$ cat src/rtl/mips_pkg.sv
// Shared MIPS pipeline definitions: widths, reset/NOP constants, IF/ID payload.
package mips_pkg;

    localparam int unsigned INSTR_W    = 32;
    localparam int unsigned ADDR_W     = 32;
    localparam int unsigned JUMP_IDX_W = 26;
    localparam int unsigned CNT_W_DEF  = 16;

    localparam logic [INSTR_W-1:0] NOP_INSTR = 32'h0000_0000;  // sll $0,$0,0
    localparam logic [ADDR_W-1:0]  RESET_PC  = 32'h0000_0000;

    // IF/ID pipeline register payload
    typedef struct packed {
        logic [INSTR_W-1:0] instr;
        logic [ADDR_W-1:0]  pc_plus4;
        logic               valid;
    } ifid_t;

    // Next-PC source, in ascending priority
    typedef enum logic [1:0] {
        SEL_SEQ    = 2'd0,
        SEL_HOLD   = 2'd1,
        SEL_JUMP   = 2'd2,
        SEL_BRANCH = 2'd3
    } pc_sel_e;

    // J-type target: upper nibble of the jump's PC+4, index, word aligned
    function automatic logic [ADDR_W-1:0] jump_target(
        input logic [3:0]            pc_hi,
        input logic [JUMP_IDX_W-1:0] idx
    );
        return {pc_hi, idx, 2'b00};
    endfunction

endpackage

$ cat src/rtl/if_fetch_stage_if.sv
// Fetch-stage bus: redirect/stall controls and imem read data in,
// fetch address, PC, IF/ID contents and status out.
// slave  = fetch stage side, master = surrounding pipeline / memory side.
interface if_fetch_stage_if
    import mips_pkg::*;
#(
    parameter int unsigned CNT_W = CNT_W_DEF
);
    logic                  BranchTaken;
    logic [ADDR_W-1:0]     BranchTarget;
    logic                  Jump;
    logic [JUMP_IDX_W-1:0] JumpIndex;
    logic                  Stall;
    logic [INSTR_W-1:0]    ImemRdata;
    logic [ADDR_W-1:0]     ImemAddr;
    logic [ADDR_W-1:0]     PC;
    logic [INSTR_W-1:0]    IfIdInstr;
    logic [ADDR_W-1:0]     IfIdPcPlus4;
    logic                  IfIdValid;
    logic                  Misaligned;
    logic [CNT_W-1:0]      RedirectCount;

    modport slave (
        input  BranchTaken, BranchTarget, Jump, JumpIndex, Stall, ImemRdata,
        output ImemAddr, PC, IfIdInstr, IfIdPcPlus4, IfIdValid, Misaligned,
        output RedirectCount
    );

    modport master (
        output BranchTaken, BranchTarget, Jump, JumpIndex, Stall, ImemRdata,
        input  ImemAddr, PC, IfIdInstr, IfIdPcPlus4, IfIdValid, Misaligned,
        input  RedirectCount
    );
endinterface

$ cat src/rtl/next_pc_mux.sv
// Combinational next-PC priority select: branch > jump > stall > sequential.
// Ports:
//   i_pc, i_pc_plus4        current PC and PC+4
//   i_branch_taken/target   EX/MEM branch decision and target[31:2]
//   i_jump, i_jump_index    ID jump request and instr[25:0]
//   i_ifid_pc_hi            IfIdPcPlus4[31:28] of the jump in ID
//   i_stall                 hazard-unit stall
//   o_next_pc_c             PC value for the next edge
//   o_redirect_c            branch or jump taken this cycle
//   o_flush_c               IF/ID must be squashed
//   o_hold_c                IF/ID must hold
module next_pc_mux
    import mips_pkg::*;
(
    input  logic [ADDR_W-1:0]     i_pc,
    input  logic [ADDR_W-1:0]     i_pc_plus4,
    input  logic                  i_branch_taken,
    input  logic [ADDR_W-1:2]     i_branch_target,
    input  logic                  i_jump,
    input  logic [JUMP_IDX_W-1:0] i_jump_index,
    input  logic [3:0]            i_ifid_pc_hi,
    input  logic                  i_stall,
    output logic [ADDR_W-1:0]     o_next_pc_c,
    output logic                  o_redirect_c,
    output logic                  o_flush_c,
    output logic                  o_hold_c
);

    pc_sel_e w_sel;

    // A stalled jump is dropped; ID re-presents it once the stall clears.
    always_comb begin
        w_sel = SEL_SEQ;
        if (i_branch_taken) begin
            w_sel = SEL_BRANCH;
        end else if (i_jump && !i_stall) begin
            w_sel = SEL_JUMP;
        end else if (i_stall) begin
            w_sel = SEL_HOLD;
        end
    end

    // Decode selection into next PC and IF/ID control
    always_comb begin
        o_next_pc_c  = i_pc_plus4;
        o_redirect_c = 1'b0;
        o_flush_c    = 1'b0;
        o_hold_c     = 1'b0;
        unique case (w_sel)
            SEL_BRANCH: begin
                o_next_pc_c  = {i_branch_target, 2'b00};
                o_redirect_c = 1'b1;
                o_flush_c    = 1'b1;
            end
            SEL_JUMP: begin
                o_next_pc_c  = jump_target(i_ifid_pc_hi, i_jump_index);
                o_redirect_c = 1'b1;
                o_flush_c    = 1'b1;
            end
            SEL_HOLD: begin
                o_next_pc_c = i_pc;
                o_hold_c    = 1'b1;
            end
            SEL_SEQ: begin
                o_next_pc_c = i_pc_plus4;
            end
        endcase
    end

endmodule

$ cat src/rtl/if_fetch_stage.sv
// MIPS instruction-fetch stage: PC register, IF/ID register, sticky
// misaligned-redirect flag and saturating redirect counter.
// Ports:
//   Clk   rising-edge clock
//   Rst   asynchronous active-low reset
//   bus   fetch-stage interface (slave side): controls and imem data in;
//         ImemAddr/PC, IF/ID contents, Misaligned, RedirectCount out
module if_fetch_stage
    import mips_pkg::*;
#(
    parameter logic [ADDR_W-1:0]  RESET_PC  = mips_pkg::RESET_PC,
    parameter logic [INSTR_W-1:0] NOP_INSTR = mips_pkg::NOP_INSTR,
    parameter int unsigned        CNT_W     = CNT_W_DEF
)(
    input  logic                Clk,
    input  logic                Rst,
    if_fetch_stage_if.slave     bus
);

    logic [ADDR_W-1:0] r_pc;
    ifid_t             r_ifid;
    logic              r_misaligned;
    logic [CNT_W-1:0]  r_redirect_cnt;

    logic [ADDR_W-1:0] w_pc_plus4;
    logic [ADDR_W-1:0] w_next_pc;
    logic              w_redirect;
    logic              w_flush;
    logic              w_hold;

    // Wraps modulo 2^32 silently
    assign w_pc_plus4 = r_pc + 32'd4;

    next_pc_mux u_next_pc_mux (
        .i_pc            (r_pc),
        .i_pc_plus4      (w_pc_plus4),
        .i_branch_taken  (bus.BranchTaken),
        .i_branch_target (bus.BranchTarget[ADDR_W-1:2]),
        .i_jump          (bus.Jump),
        .i_jump_index    (bus.JumpIndex),
        .i_ifid_pc_hi    (r_ifid.pc_plus4[ADDR_W-1:ADDR_W-4]),
        .i_stall         (bus.Stall),
        .o_next_pc_c     (w_next_pc),
        .o_redirect_c    (w_redirect),
        .o_flush_c       (w_flush),
        .o_hold_c        (w_hold)
    );

    // PC register
    always_ff @(posedge Clk or negedge Rst) begin
        if (!Rst) begin
            r_pc <= RESET_PC;
        end else begin
            r_pc <= w_next_pc;
        end
    end

    // IF/ID register; imem data only sampled on a sequential fetch
    always_ff @(posedge Clk or negedge Rst) begin
        if (!Rst) begin
            r_ifid <= '{instr: NOP_INSTR, pc_plus4: '0, valid: 1'b0};
        end else if (w_flush) begin
            r_ifid.instr <= NOP_INSTR;
            r_ifid.valid <= 1'b0;
        end else if (!w_hold) begin
            r_ifid <= '{instr: bus.ImemRdata, pc_plus4: w_pc_plus4, valid: 1'b1};
        end
    end

    // Sticky flag: only branch targets can be misaligned
    always_ff @(posedge Clk or negedge Rst) begin
        if (!Rst) begin
            r_misaligned <= 1'b0;
        end else if (bus.BranchTaken && (bus.BranchTarget[1:0] != 2'b00)) begin
            r_misaligned <= 1'b1;
        end
    end

    // Saturating redirect counter, at most one step per cycle
    always_ff @(posedge Clk or negedge Rst) begin
        if (!Rst) begin
            r_redirect_cnt <= '0;
        end else if (w_redirect && (r_redirect_cnt != {CNT_W{1'b1}})) begin
            r_redirect_cnt <= r_redirect_cnt + CNT_W'(1);
        end
    end

    assign bus.ImemAddr      = r_pc;
    assign bus.PC            = r_pc;
    assign bus.IfIdInstr     = r_ifid.instr;
    assign bus.IfIdPcPlus4   = r_ifid.pc_plus4;
    assign bus.IfIdValid     = r_ifid.valid;
    assign bus.Misaligned    = r_misaligned;
    assign bus.RedirectCount = r_redirect_cnt;

endmodule

$ cat src/flat_wrapper.sv
// flat-port wrapper written by rule: the top's interface ports become plain ports
module if_fetch_stage_flat import mips_pkg::*;
#(
    parameter logic [ADDR_W-1:0]  RESET_PC  = mips_pkg::RESET_PC,
    parameter logic [INSTR_W-1:0] NOP_INSTR = mips_pkg::NOP_INSTR,
    parameter int unsigned        CNT_W     = CNT_W_DEF
)
  (Clk, Rst, bus_BranchTaken, bus_BranchTarget, bus_Jump, bus_JumpIndex, bus_Stall, bus_ImemRdata, bus_ImemAddr, bus_PC, bus_IfIdInstr, bus_IfIdPcPlus4, bus_IfIdValid, bus_Misaligned, bus_RedirectCount);
  if_fetch_stage_if #(.CNT_W(CNT_W)) bus_i ();
  input  logic Clk;
  input  logic Rst;
  input wire logic [$bits(bus_i.BranchTaken)-1:0] bus_BranchTaken;
  input wire logic [$bits(bus_i.BranchTarget)-1:0] bus_BranchTarget;
  input wire logic [$bits(bus_i.Jump)-1:0] bus_Jump;
  input wire logic [$bits(bus_i.JumpIndex)-1:0] bus_JumpIndex;
  input wire logic [$bits(bus_i.Stall)-1:0] bus_Stall;
  input wire logic [$bits(bus_i.ImemRdata)-1:0] bus_ImemRdata;
  output wire logic [$bits(bus_i.ImemAddr)-1:0] bus_ImemAddr;
  output wire logic [$bits(bus_i.PC)-1:0] bus_PC;
  output wire logic [$bits(bus_i.IfIdInstr)-1:0] bus_IfIdInstr;
  output wire logic [$bits(bus_i.IfIdPcPlus4)-1:0] bus_IfIdPcPlus4;
  output wire logic [$bits(bus_i.IfIdValid)-1:0] bus_IfIdValid;
  output wire logic [$bits(bus_i.Misaligned)-1:0] bus_Misaligned;
  output wire logic [$bits(bus_i.RedirectCount)-1:0] bus_RedirectCount;
  assign bus_i.BranchTaken = bus_BranchTaken;
  assign bus_i.BranchTarget = bus_BranchTarget;
  assign bus_i.Jump = bus_Jump;
  assign bus_i.JumpIndex = bus_JumpIndex;
  assign bus_i.Stall = bus_Stall;
  assign bus_i.ImemRdata = bus_ImemRdata;
  assign bus_ImemAddr = bus_i.ImemAddr;
  assign bus_PC = bus_i.PC;
  assign bus_IfIdInstr = bus_i.IfIdInstr;
  assign bus_IfIdPcPlus4 = bus_i.IfIdPcPlus4;
  assign bus_IfIdValid = bus_i.IfIdValid;
  assign bus_Misaligned = bus_i.Misaligned;
  assign bus_RedirectCount = bus_i.RedirectCount;
  if_fetch_stage #(.RESET_PC(RESET_PC), .NOP_INSTR(NOP_INSTR), .CNT_W(CNT_W)) u_core (.Clk(Clk), .Rst(Rst), .bus(bus_i));
endmodule
$ cat config.mk
export PLATFORM = sky130hd
export DESIGN_NAME = if_fetch_stage_flat
export DESIGN_NICKNAME = d
export VERILOG_FILES = /design/src/rtl/mips_pkg.sv /design/src/rtl/if_fetch_stage_if.sv /design/src/rtl/next_pc_mux.sv /design/src/rtl/if_fetch_stage.sv /design/src/flat_wrapper.sv
export SDC_FILE = /design/constraint.sdc
export NUM_CORES = 1
export LEC_CHECK = 0
export BUFFER_PORTS_ARGS = -buffer_cell sky130_fd_sc_hd__buf_2
export CORE_MARGIN = 8
export CORE_UTILIZATION = 54
export DETAILED_ROUTE_END_ITERATION = 12
export PLACE_DENSITY = 0.9
export REMOVE_ABC_BUFFERS = 1
export SYNTH_ARGS = -nofsm -noshare
export SYNTH_HDL_FRONTEND = slang
export SYNTH_SLANG_ARGS = --single-unit
$ cat constraint.sdc
create_clock -name Clk -period 2.91 [get_ports Clk]
set_input_delay 0.582 -clock Clk [delete_from_list [all_inputs] [get_ports Clk]]
set_output_delay 0.582 -clock Clk [all_outputs]
set_load 0.1 [all_outputs]
; Yosys cells after proc, flatten, opt, wreduce, memory -nomap -nowiden
; Cells that the tools add are included.
[classes]
n_addsub = 2
n_mul = 0
div_mod_pow = 0
n_lt_le_gt_ge = 0
eq_ne = 5
shifts = 0
mux = 9
bitwise_logic = 2
n_reduce_logical = 8
[ops]
columns = cell, count
row1 = 32-bit case mux with 3 select lines, 1
row2 = 65-bit two-way mux, 1
row3 = 32-bit by 3-bit adder with 32-bit output (second input constant), 1
row4 = 32-bit two-way mux, 1
row5 = 16-bit by 1-bit adder with 16-bit output (second input constant), 1
row6 = 16-bit inequality test (second input constant), 1
row7 = 2-bit == test (second input constant), 2
row8 = 1-bit two-way mux, 4
row9 = 2-bit two-way mux, 2
row10 = 1-bit logical AND, 3
row11 = 2-bit by 1-bit == test with 1-bit output (second input constant), 1
row12 = 2-bit zero test, 1
row13 = 2-bit by 1-bit inequality test with 1-bit output (second input constant), 1
row14 = 1-bit inverter, 2
row15 = 2-bit AND reduction, 1
row16 = 2-bit nonzero test, 1
row17 = 2-bit OR reduction, 1
row18 = 1-bit zero test, 1
[totals]
register_bits = 114
latchBits = 0
mem_bits_rw = 0
romBits = 0
out_inout_bits = 146
mem_count = 0

; Longest topological paths before layout
; Gate-level depths: netlist (run 1).
[logic_depth]
ltp_word = 9
depth_mapped = 8
ltp_nobuf = 5

; Modules after synthesis
; A second synthesis (run 1) with hierarchy kept.
[unflattened]
hier_cells = 614
area_unflattened_um2 = 6441.2
[modules_own_cells]
columns = mod, n_inst, cells_per_inst, area_each_um2
row1 = if_fetch_stage, 1, 466, 5153.7
row2 = next_pc_mux, 1, 148, 1287.5

; Worst setup path before layout (run 1)
; No wires, ideal clock.
[synth_path]
path_type = register to register
from = reg u_core.r_pc[7], in the netlist u_core.bus.ImemAddr[7]
to = reg u_core.r_ifid, in the netlist u_core.bus.IfIdPcPlus4[26]
setup_ns = 0.072
t_arrival_ns = 2.445
required_time_ns = 2.838
slack_ns = 0.393
stages_incl_launch_ff = 6
n_path_buf = 1
period_less_slack_ns = 2.517
path_cell_list = dfrtp_1 > buf_4 > nand4_2 > or4_4 > or4_1 > nand3_1
[synth_via]
elab_chain_len = 1
[synth_lines]
columns = item, line_no
row1 = from (decl), if_fetch_stage.sv:20  ; logic [ADDR_W-1:0] r_pc;
row2 = from (signal assigned), if_fetch_stage.sv:54  ; r_pc <= w_next_pc;
row3 = 32-bit by 3-bit adder with 32-bit output, if_fetch_stage.sv:32  ; assign w_pc_plus4 = r_pc + 32'd4;
row4 = to (signal assigned), if_fetch_stage.sv:61  ; r_ifid <= '{instr: NOP_INSTR, pc_plus4: '0, valid: 1'b0};
row5 = to (signal assigned), if_fetch_stage.sv:66  ; r_ifid <= '{instr: bus.ImemRdata, pc_plus4: w_pc_plus4, valid: 1'b1};
row6 = to (decl), if_fetch_stage.sv:21  ; ifid_t r_ifid;
; Every way passes these cells.
; A chain may end at the register's enable or synchronous reset.

; Final worst setup path (run 1)
[layout_path]
from = reg u_core.r_pc[14], in the netlist u_core.bus.ImemAddr[14]
to = reg u_core.r_pc[26], in the netlist u_core.bus.ImemAddr[26]
[layout_via]
elab_chain_len = 2
[layout_lines]
columns = item, line_no
row1 = 32-bit by 3-bit adder with 32-bit output, if_fetch_stage.sv:32
row2 = 32-bit case mux with 3 select lines, next_pc_mux.sv:49  ; unique case (w_sel)
; Every way passes these cells.

==> summary.md, run 1 <==
| Metric | Value |
|---|---|
| Netlist cell types | `51` |
| Commonest non-fill, non-tap cell in the layout | `buf_2` |
| Async S/R FF share, synth | `1.00` |
| Post-synthesis sequential area ratio | `0.440` |
| Power Internal | `2.87 mW` |
| Vias/cell | `5.93` |
| Simple-Gate Fraction of Synth Area | `0.176` |
| Antenna viol nets, final | `0` |
| Die Span X | `124 um` |
| Total CTS buffers | `9` |
| Area share of the largest cell type after synthesis | `0.440` |
| Hold Vio Cnt, Final | `0` |
| Initial Util | `0.550` |
| DRT Pass-1 Iters | `5` |
| Placed insts | `993` |
| CTS Buffer Depth | `2` |
| Switching share of power | `0.529` |
| First-pass GRT wire length | `29.3 mm` |
| Routed via count | `5985` |
| WL final | `18.9 mm` |
| Clock root buffer | `clkbuf_16` |
| Crit-path max FO | `10` |
| Post-layout min period | `2.17 ns` |
| Die area | `15300 um^2` |
| Fillcell total | `957` |
| Final instance area | `7550 um^2` |
| Worst Clk Skew | `0.0104 ns` |
| DP Worst Slack | `0.730 ns` |
| Final setup vio count | `0` |
| Adder and majority gate portion of the synthesized area | `0.00601` |
| Most area-hungry cell type in the Yosys netlist | `dfrtp_1` |
| Cells after synthesis | `686` |
| WL per Instance | `18.8 um` |
| Clk pwr share | `0.208` |
| Sw power | `3.23 mW` |
| WP data required | `3.17 ns` |
| Layout area overhead | `20.8%` |
| CTS tree | `yes` |
| H-tree depth | `3` |
| RR Startpoint | `u_core.bus.ImemAddr[14]` |
| Worst slew pin tran | `0.847 ns` |
| Buffers added on ports | `234` |
| Worst R2R Path Depth | `4` |
| Core area | `11400 um^2` |
| Max Clk Rate | `460 MHz` |
| Synth Warn # | `0` |
| Hold WC Path Type | `input pin to async pin` |
| Site Rows | `39` |
| Total gr overflow | `0` |
| Die Y | `124 um` |
| Largest family of logic cells by synthesized area | `compound AO/OA/AOI/OAI gates` |
| Clk pin slew, worst setup/hold paths | `0.08 ns` |
| Reg area | `2750 um^2` |
| # hold bufs at CTS | `0` |
| Max transition margin | `0.431` |
| Status | `finished, final reports clean` |
| Vias in the first global route | `5642` |
| Max-cap violation count | `0` |
| RSZ-0062 raised after global routing | `no` |
| Synth Cell Area | `6250 um^2` |
| Crit Reg-Reg Endpoint | `u_core.bus.ImemAddr[26]` |
| Finished Core Util | `0.664` |
| Share of power burned in registers | `0.325` |
| CTS resizes | `0` |
| Worst setup margin | `0.736 ns` |
| Part of the power in combinational logic | `0.467` |
| Syn avg cell area | `9.11 um^2` |
| Final Max Slew Viols | `0` |
| Power Density | `808 nW/um^2` |
| Share of post-route cells with drive strength above 1 | `0.329` |
| Post-DP Area | `7240 um^2` |
| Pleak | `3.68 nW` |
| Ranking of synthesized cells by area | `dfrtp_1, buf_4, a22o_1` |
| Final worst path period share | `0.747` |
| Synth Area in XOR/XNOR | `0.0364` |
| Io pins | `241` |
| Sink Count | `110` |
| Initial antenna violation count | `0` |
| Kind of critical path | `flip-flop to flip-flop` |
| Top FF cell, synth | `dfrtp_1` |
| Diode count | `0` |
| Post-synthesis mux area share | `0.0102` |
| CP Capture Type | `flip-flop` |
| R2R Setup Slk | `0.74 ns` |
| Startpoint types | `flip-flop` |
| Hpwl dp | `13.9 mm` |
| Post-synth EDFFs | `0` |
| Most frequent cells in the layout | `buf_2, dfrtp_1, nand2_1` |
| Post-synthesis compound-gate area fraction | `0.230` |
| Pin count of the biggest net entering global routing | `70` |
| Setup crit start | `u_core.bus.ImemAddr[14]` |
| Post-CTS setup buffers | `0` |
| Clock Latency Late Sink | `0.34 ns` |
| GP Congestion | `0.818` |
| #FFs+latches synth | `110` |
| Worst EP arrival | `2.44 ns` |
| Non-filler instance count after layout | `1009` |
| Global router's overall resource usage | `0.240` |
| Final nets | `959` |
| DRC Markers | `0` |
| Initial drt markers | `487` |
| Peak VDD IR | `0.556 mV` |
| Area of the multi-input gates | `2900 um^2` |
[kinds of logic after synthesis]
group,count (synthesis)
other cells,1
simple gates,210
compound gates,220
flops,110
mux,6
buf+inv,110
xor+xnor,26
fa+ha+maj,3
[cells in the mapped netlist, drive strengths merged, types with 11 or more instances]
master	count
buf	53
inv	17
o211ai	16
a22o	32
xor2	12
dfrtp	110
nor2	24
a21oi	50
nor4	20
nand3	23
xnor2	14
nand4	14
clkbuf	40
o21ai	54
o22ai	13
or4	11
nand2	72
nor3	18
[sequential cells by signal, summed over array words and instances, names as in the netlist]
name / flops
u_core.bus.ImemAddr: 30
u_core.bus.IfIdInstr: 32
u_core.bus.IfIdValid: 1
u_core.bus.Misaligned: 1
u_core.bus.RedirectCount: 16
u_core.bus.IfIdPcPlus4: 30
[stage by stage]
| stage | hold slack (ns) | power, mW | TNS (ns) |
|---|---|---|---|
| floorplan | 0.286 | 4.27 | -126.73 |
| global placement | 0.446 | 4.83 | 0 |
| detailed placement | 0.461 | 4.86 | 0 |
| CTS | 0.243 | 6.13 | 0 |
| global route | 0.271 | 6.33 | 0 |
| finish | 0.218 | 6.10 | 0 |
[worst max path at each step]
stage	to	depth (start not counted)
2_1_floorplan	u_core.bus.ImemAddr[13]	3
3_3_place_gp	u_core.bus.ImemAddr[14]	5
3_5_place_dp	u_core.bus.ImemAddr[16]	5
4_1_cts	u_core.bus.IfIdPcPlus4[31]	5
5_1_grt	u_core.bus.ImemAddr[25]	4
6_report	u_core.bus.ImemAddr[26]	4
[layer usage]
metal  wire [um]  track usage  vias to the layer above  share of wire
li1            -            -                     2830              -
met1        8120        0.322                     2827           0.43
met2        8690        0.382                      298           0.46
met3        1710       0.0458                       30          0.090
met4         399       0.0865                        0          0.021
met5           0            0                        -              0
[worst max-delay path: stages (launching register included)]
cell,delay [ns]
dfrtp_1,0.56
nand4_1,0.32
nor4_2,0.79
a311oi_1,0.21
nor3_1,0.22
[power by group through the flow]
stage | sequential (mW) | clock [mW] | combinational [mW]
after floorplan | 3.84 | 0 | 0.435
after global placement | 2.00 | 0 | 2.83
after detailed placement | 2.01 | 0 | 2.86
after CTS | 1.98 | 1.29 | 2.87
after global routing | 2.02 | 1.35 | 2.96
final | 1.98 | 1.27 | 2.85
[layout make-up]
cell class	instances	share of cell area
repair buffers	252	0.178
well taps	143	0.0237
multi-input cells	471	0.384
clock buffers	10	0.0317
inverters	17	0.00845
flip-flops and latches	110	0.365
clock inverters	6	0.00928
(Power assumes the default switching activity.)
==> run 2, diff against run 1 <==
--- a/config.mk
+++ b/config.mk
@@ -5,11 +5,12 @@
 export SDC_FILE = /design/constraint.sdc
 export NUM_CORES = 1
 export LEC_CHECK = 0
+export ABC_AREA = 1
 export BUFFER_PORTS_ARGS = -buffer_cell sky130_fd_sc_hd__buf_2
 export CORE_MARGIN = 8
-export CORE_UTILIZATION = 54
+export CORE_UTILIZATION = 44
 export DETAILED_ROUTE_END_ITERATION = 12
-export PLACE_DENSITY = 0.9
+export PLACE_DENSITY = 0.8
 export REMOVE_ABC_BUFFERS = 1
 export SYNTH_ARGS = -nofsm -noshare
 export SYNTH_HDL_FRONTEND = slang
==> constraint.sdc (replaced) <==
create_clock -name Clk -period 1.8 [get_ports Clk]
set_input_delay 0.36 -clock Clk [delete_from_list [all_inputs] [get_ports Clk]]
set_output_delay 0.36 -clock Clk [all_outputs]
set_load 0.1 [all_outputs]
==> run 2 against run 1 <==
Net effect:
- die area increased by 13%
- wire length decreased by 4.8%
- sequential power increased by 60%
- cell area decreased by 0.80%
- non-clock buffer count increased by 7
- global-route usage decreased by 3.6 points
- clock skew about the same
- synthesized area decreased by 5.9%
- critical path type is now flip-flop to output pin
- largest power group unchanged
==> summary.md, run 2 <==
| Metric | Value |
|---|---|
| Max Clk Rate | `571 MHz` |
| CTS Buffer Depth | `2 (unchanged)` |
| Placed insts | `1118 (was 993)` |
| CP Buf/Inv Count | `2 (was 0)` |
| Pin count of the biggest net entering global routing | `51 (was 70)` |
| Synth Cell Area | `5880 um^2 (was 6250 um^2)` |
| Global router's overall resource usage | `0.204 (was 0.240)` |
| Clock Latency Late Sink | `0.35 ns (was 0.34 ns)` |
| CP max stage delay | `0.43 ns (was 0.79 ns)` |
| Layout area overhead | `27.4% (was 20.8%)` |
| Max-cap violation count | `0 (unchanged)` |
| Core area | `13100 um^2 (was 11400 um^2)` |
| #FFs+latches synth | `110 (unchanged)` |
| Startpoint types | `flip-flop (unchanged)` |
| Worst setup margin | `0.0480 ns (was 0.736 ns)` |
| Buffers added on ports | `234 (unchanged)` |
| Final nets | `1057 (was 959)` |
| Power Density | `1340 nW/um^2 (was 808 nW/um^2)` |
| Max transition margin | `0.636 (was 0.431)` |
| Io pins | `241 (unchanged)` |
| Critical path's top delay family | `buffers and inverters (was simple AND/OR/NAND/NOR gates)` |
| First-pass GRT wire length | `28.9 mm (was 29.3 mm)` |
| Initial Util | `0.448 (was 0.550)` |
| Post-synthesis sequential area ratio | `0.468 (was 0.440)` |
| Kind of critical path | `flip-flop to output pin (was flip-flop to flip-flop)` |
| Vias/cell | `4.94 (was 5.93)` |
| Ranking of synthesized cells by area | `dfrtp_1, nand2_1, nor2_1 (was dfrtp_1, buf_4, a22o_1)` |
| R2R Setup Slk | `0.07 ns (was 0.74 ns)` |
| Non-filler instance count after layout | `1140 (was 1009)` |
| Peak VDD IR | `1.34 mV (was 0.556 mV)` |
| Post-synth EDFFs | `0 (unchanged)` |
| Die Span X | `132 um (was 124 um)` |
| Hold WC Path Type | `input pin to flip-flop (was input pin to async pin)` |
| Worst EP arrival | `1.39 ns (was 2.44 ns)` |
| Max reg flops | `32 (unchanged)` |
| Die area | `17300 um^2 (was 15300 um^2)` |
| CTS tree | `yes (unchanged)` |
| DP Worst Slack | `0.160 ns (was 0.730 ns)` |
| Fin Hold WS | `0.220 ns (was 0.218 ns)` |
| Crit-path max FO | `4 (was 10)` |
| H-tree depth | `3 (unchanged)` |
| RR Startpoint | `u_core.bus.RedirectCount[0] (was u_core.bus.ImemAddr[14])` |
| WP data required | `1.44 ns (was 3.17 ns)` |
| Clock root buffer | `clkbuf_16 (unchanged)` |
| Worst Clk Skew | `0.0101 ns (was 0.0104 ns)` |
| Clk pin slew, worst setup/hold paths | `0.07 ns (was 0.08 ns)` |
| Netlist cell types | `35 (was 51)` |
| Hpwl dp | `13.9 mm (about the same)` |
| Total gr overflow | `0 (unchanged)` |
| Antenna viol nets, final | `0 (unchanged)` |
| Top FF cell, synth | `dfrtp_1 (unchanged)` |
| Worst Hold Path EP | `u_core.bus.IfIdInstr[0]` |
| DRC Markers | `0 (unchanged)` |
| Cells after synthesis | `743 (was 686)` |
| Total CTS buffers | `9 (unchanged)` |
| Worst R2R Path Depth | `9 (was 4)` |
| Most area-hungry cell type in the Yosys netlist | `dfrtp_1 (unchanged)` |
| Hold depth | `2` |
| Share of post-route cells with drive strength above 1 | `0.308 (was 0.329)` |
| Vias in the first global route | `5789 (was 5642)` |
| Slowest cell on crit path | `buf_2 (was nor4_2)` |
| Status | `finished, final reports clean (unchanged)` |
| GP Congestion | `0.829 (was 0.818)` |
| Worst path cell trace | `buf_4 > buf_2 (was nand4_1 > nor4_2 > a311oi_1 > nor3_1)` |
| Hold Crit Start | `bus_ImemRdata[0]` |
| Worst slew pin tran | `0.546 ns (was 0.847 ns)` |
| Syn avg cell area | `7.91 um^2 (was 9.11 um^2)` |
| Post-layout min period | `1.75 ns` |
| Commonest non-fill, non-tap cell in the layout | `buf_2 (unchanged)` |
| Async S/R FF share, synth | `1.00 (unchanged)` |
| Routed via count | `5627 (was 5985)` |
| Pleak | `4.11 nW (was 3.68 nW)` |
| Hold Vio Cnt, Final | `0 (unchanged)` |
| WL per Instance | `15.8 um (was 18.8 um)` |
| Die Y | `132 um (was 124 um)` |
| Final setup vio count | `0 (unchanged)` |
| Initial drt markers | `310 (was 487)` |
| Initial antenna violation count | `3 (was 0)` |
| Top post-synthesis cells by count | `nand2_1, dfrtp_1, nor2_1, inv_1, o21ai_0 (was dfrtp_1, nand2_1, o21ai_0, a21oi_1, buf_4)` |
| DRT Pass-1 Iters | `5 (unchanged)` |
| Crit Reg-Reg Endpoint | `u_core.bus.RedirectCount[8] (was u_core.bus.ImemAddr[26])` |
| TNS Setup | `0 ns (unchanged)` |
| Sink Count | `110 (unchanged)` |
| WL final | `18.0 mm (was 18.9 mm)` |
| Diode count | `0 (unchanged)` |
| Count leader, synth | `nand2_1 (was dfrtp_1)` |
| Final worst path period share | `0.973` |
| Most frequent cells in the layout | `buf_2, nand2_1, dfrtp_1 (was buf_2, dfrtp_1, nand2_1)` |
| Final Max Slew Viols | `0 (unchanged)` |
| Site Rows | `42 (was 39)` |
| CP Capture Type | `output pin (was flip-flop)` |
| Synth Warn # | `0 (unchanged)` |
| Area share of the largest cell type after synthesis | `0.468 (was 0.440)` |
run 2: cell types whose count changed in the layout (fill, tap and decap cells not counted), moves of 12 or more:
cell	previous run	this run
a21oi_1	50	35
inv_1	17	72
nand2_1	72	213
nor2_1	24	79
nor3_1	17	5
nor4_1	19	0
o211ai_1	16	0
o21ai_0	54	38
o22ai_1	13	1
xnor2_1	14	2
run 2: repair_timing:
item                                    4_1_cts  5_1_grt
hold endpoints to repair                      8        0
hold buffers                                  1        0
endpoints found under the setup margin        0       10
setup buffers                                 0        4
resized for setup                             0        7
run 2: where the power goes:
| group | switching, mW | total (mW) | internal, mW |
|---|---|---|---|
| combinational | 3.99 | 4.73 | 0.744 |
| sequential | 0.364 | 3.17 | 2.81 |
| clock | 0.907 | 2.16 | 1.25 |
| total | 5.26 | 10.1 | 4.81 |
run 2: how the worst max path moves through the flow:
stage | endpoint | slack (ns) | cells past startpoint | start
3_3_place_gp | u_core.bus.ImemAddr[26] | 0.23 | 9 | u_core.bus.ImemAddr[3]
6_report | bus_ImemAddr[14] | 0.05 | 2 | u_core.bus.ImemAddr[14]
2_1_floorplan | u_core.bus.IfIdPcPlus4[28] | -1.04 | 10 | u_core.bus.ImemAddr[3]
4_1_cts | bus_ImemAddr[14] | 0.05 | 2 | u_core.bus.ImemAddr[14]
5_1_grt | u_core.bus.RedirectCount[8] | -0.02 | 9 | u_core.bus.RedirectCount[0]
3_5_place_dp | u_core.bus.RedirectCount[3] | 0.16 | 8 | u_core.bus.RedirectCount[0]
run 2: per-stage QoR:
stage	cell area, um^2	power (mW)	utilization
2_1_floorplan	5490	6.91	-
3_3_place_gp	7080	7.84	0.539
3_5_place_dp	7080	7.88	0.539
4_1_cts	7420	10.1	0.565
5_1_grt	7490	10.5	0.570
6_report	7490	10.1	0.570
run 2: cell families after synthesis:
family / share of synthesized area
fa+ha+maj: 0.00638
compound gates: 0.122
flops: 0.468
buf+inv: 0.117
other cells: 0.000638
xor+xnor: 0.0328
simple gates: 0.252
run 2: final cells by class:
type                       instances  area [um^2]
tap                              176          220
clock inverter                     6         85.1
inverter                          75          285
timing repair buffer             259         1430
multi-input combinational        503         2470
fill                            1222         5650
clock buffer                      10          239
timing repair inverter             1         7.51
sequential                       110         2750
run 2: per-layer routing:
metal / track usage / part of all wire / up-vias
li1: - / - / 2752
met1: 0.225 / 0.40 / 2639
met2: 0.352 / 0.50 / 204
met3: 0.0758 / 0.088 / 26
met4: 0.0766 / 0.018 / 6
met5: 0 / 0.0018 / -
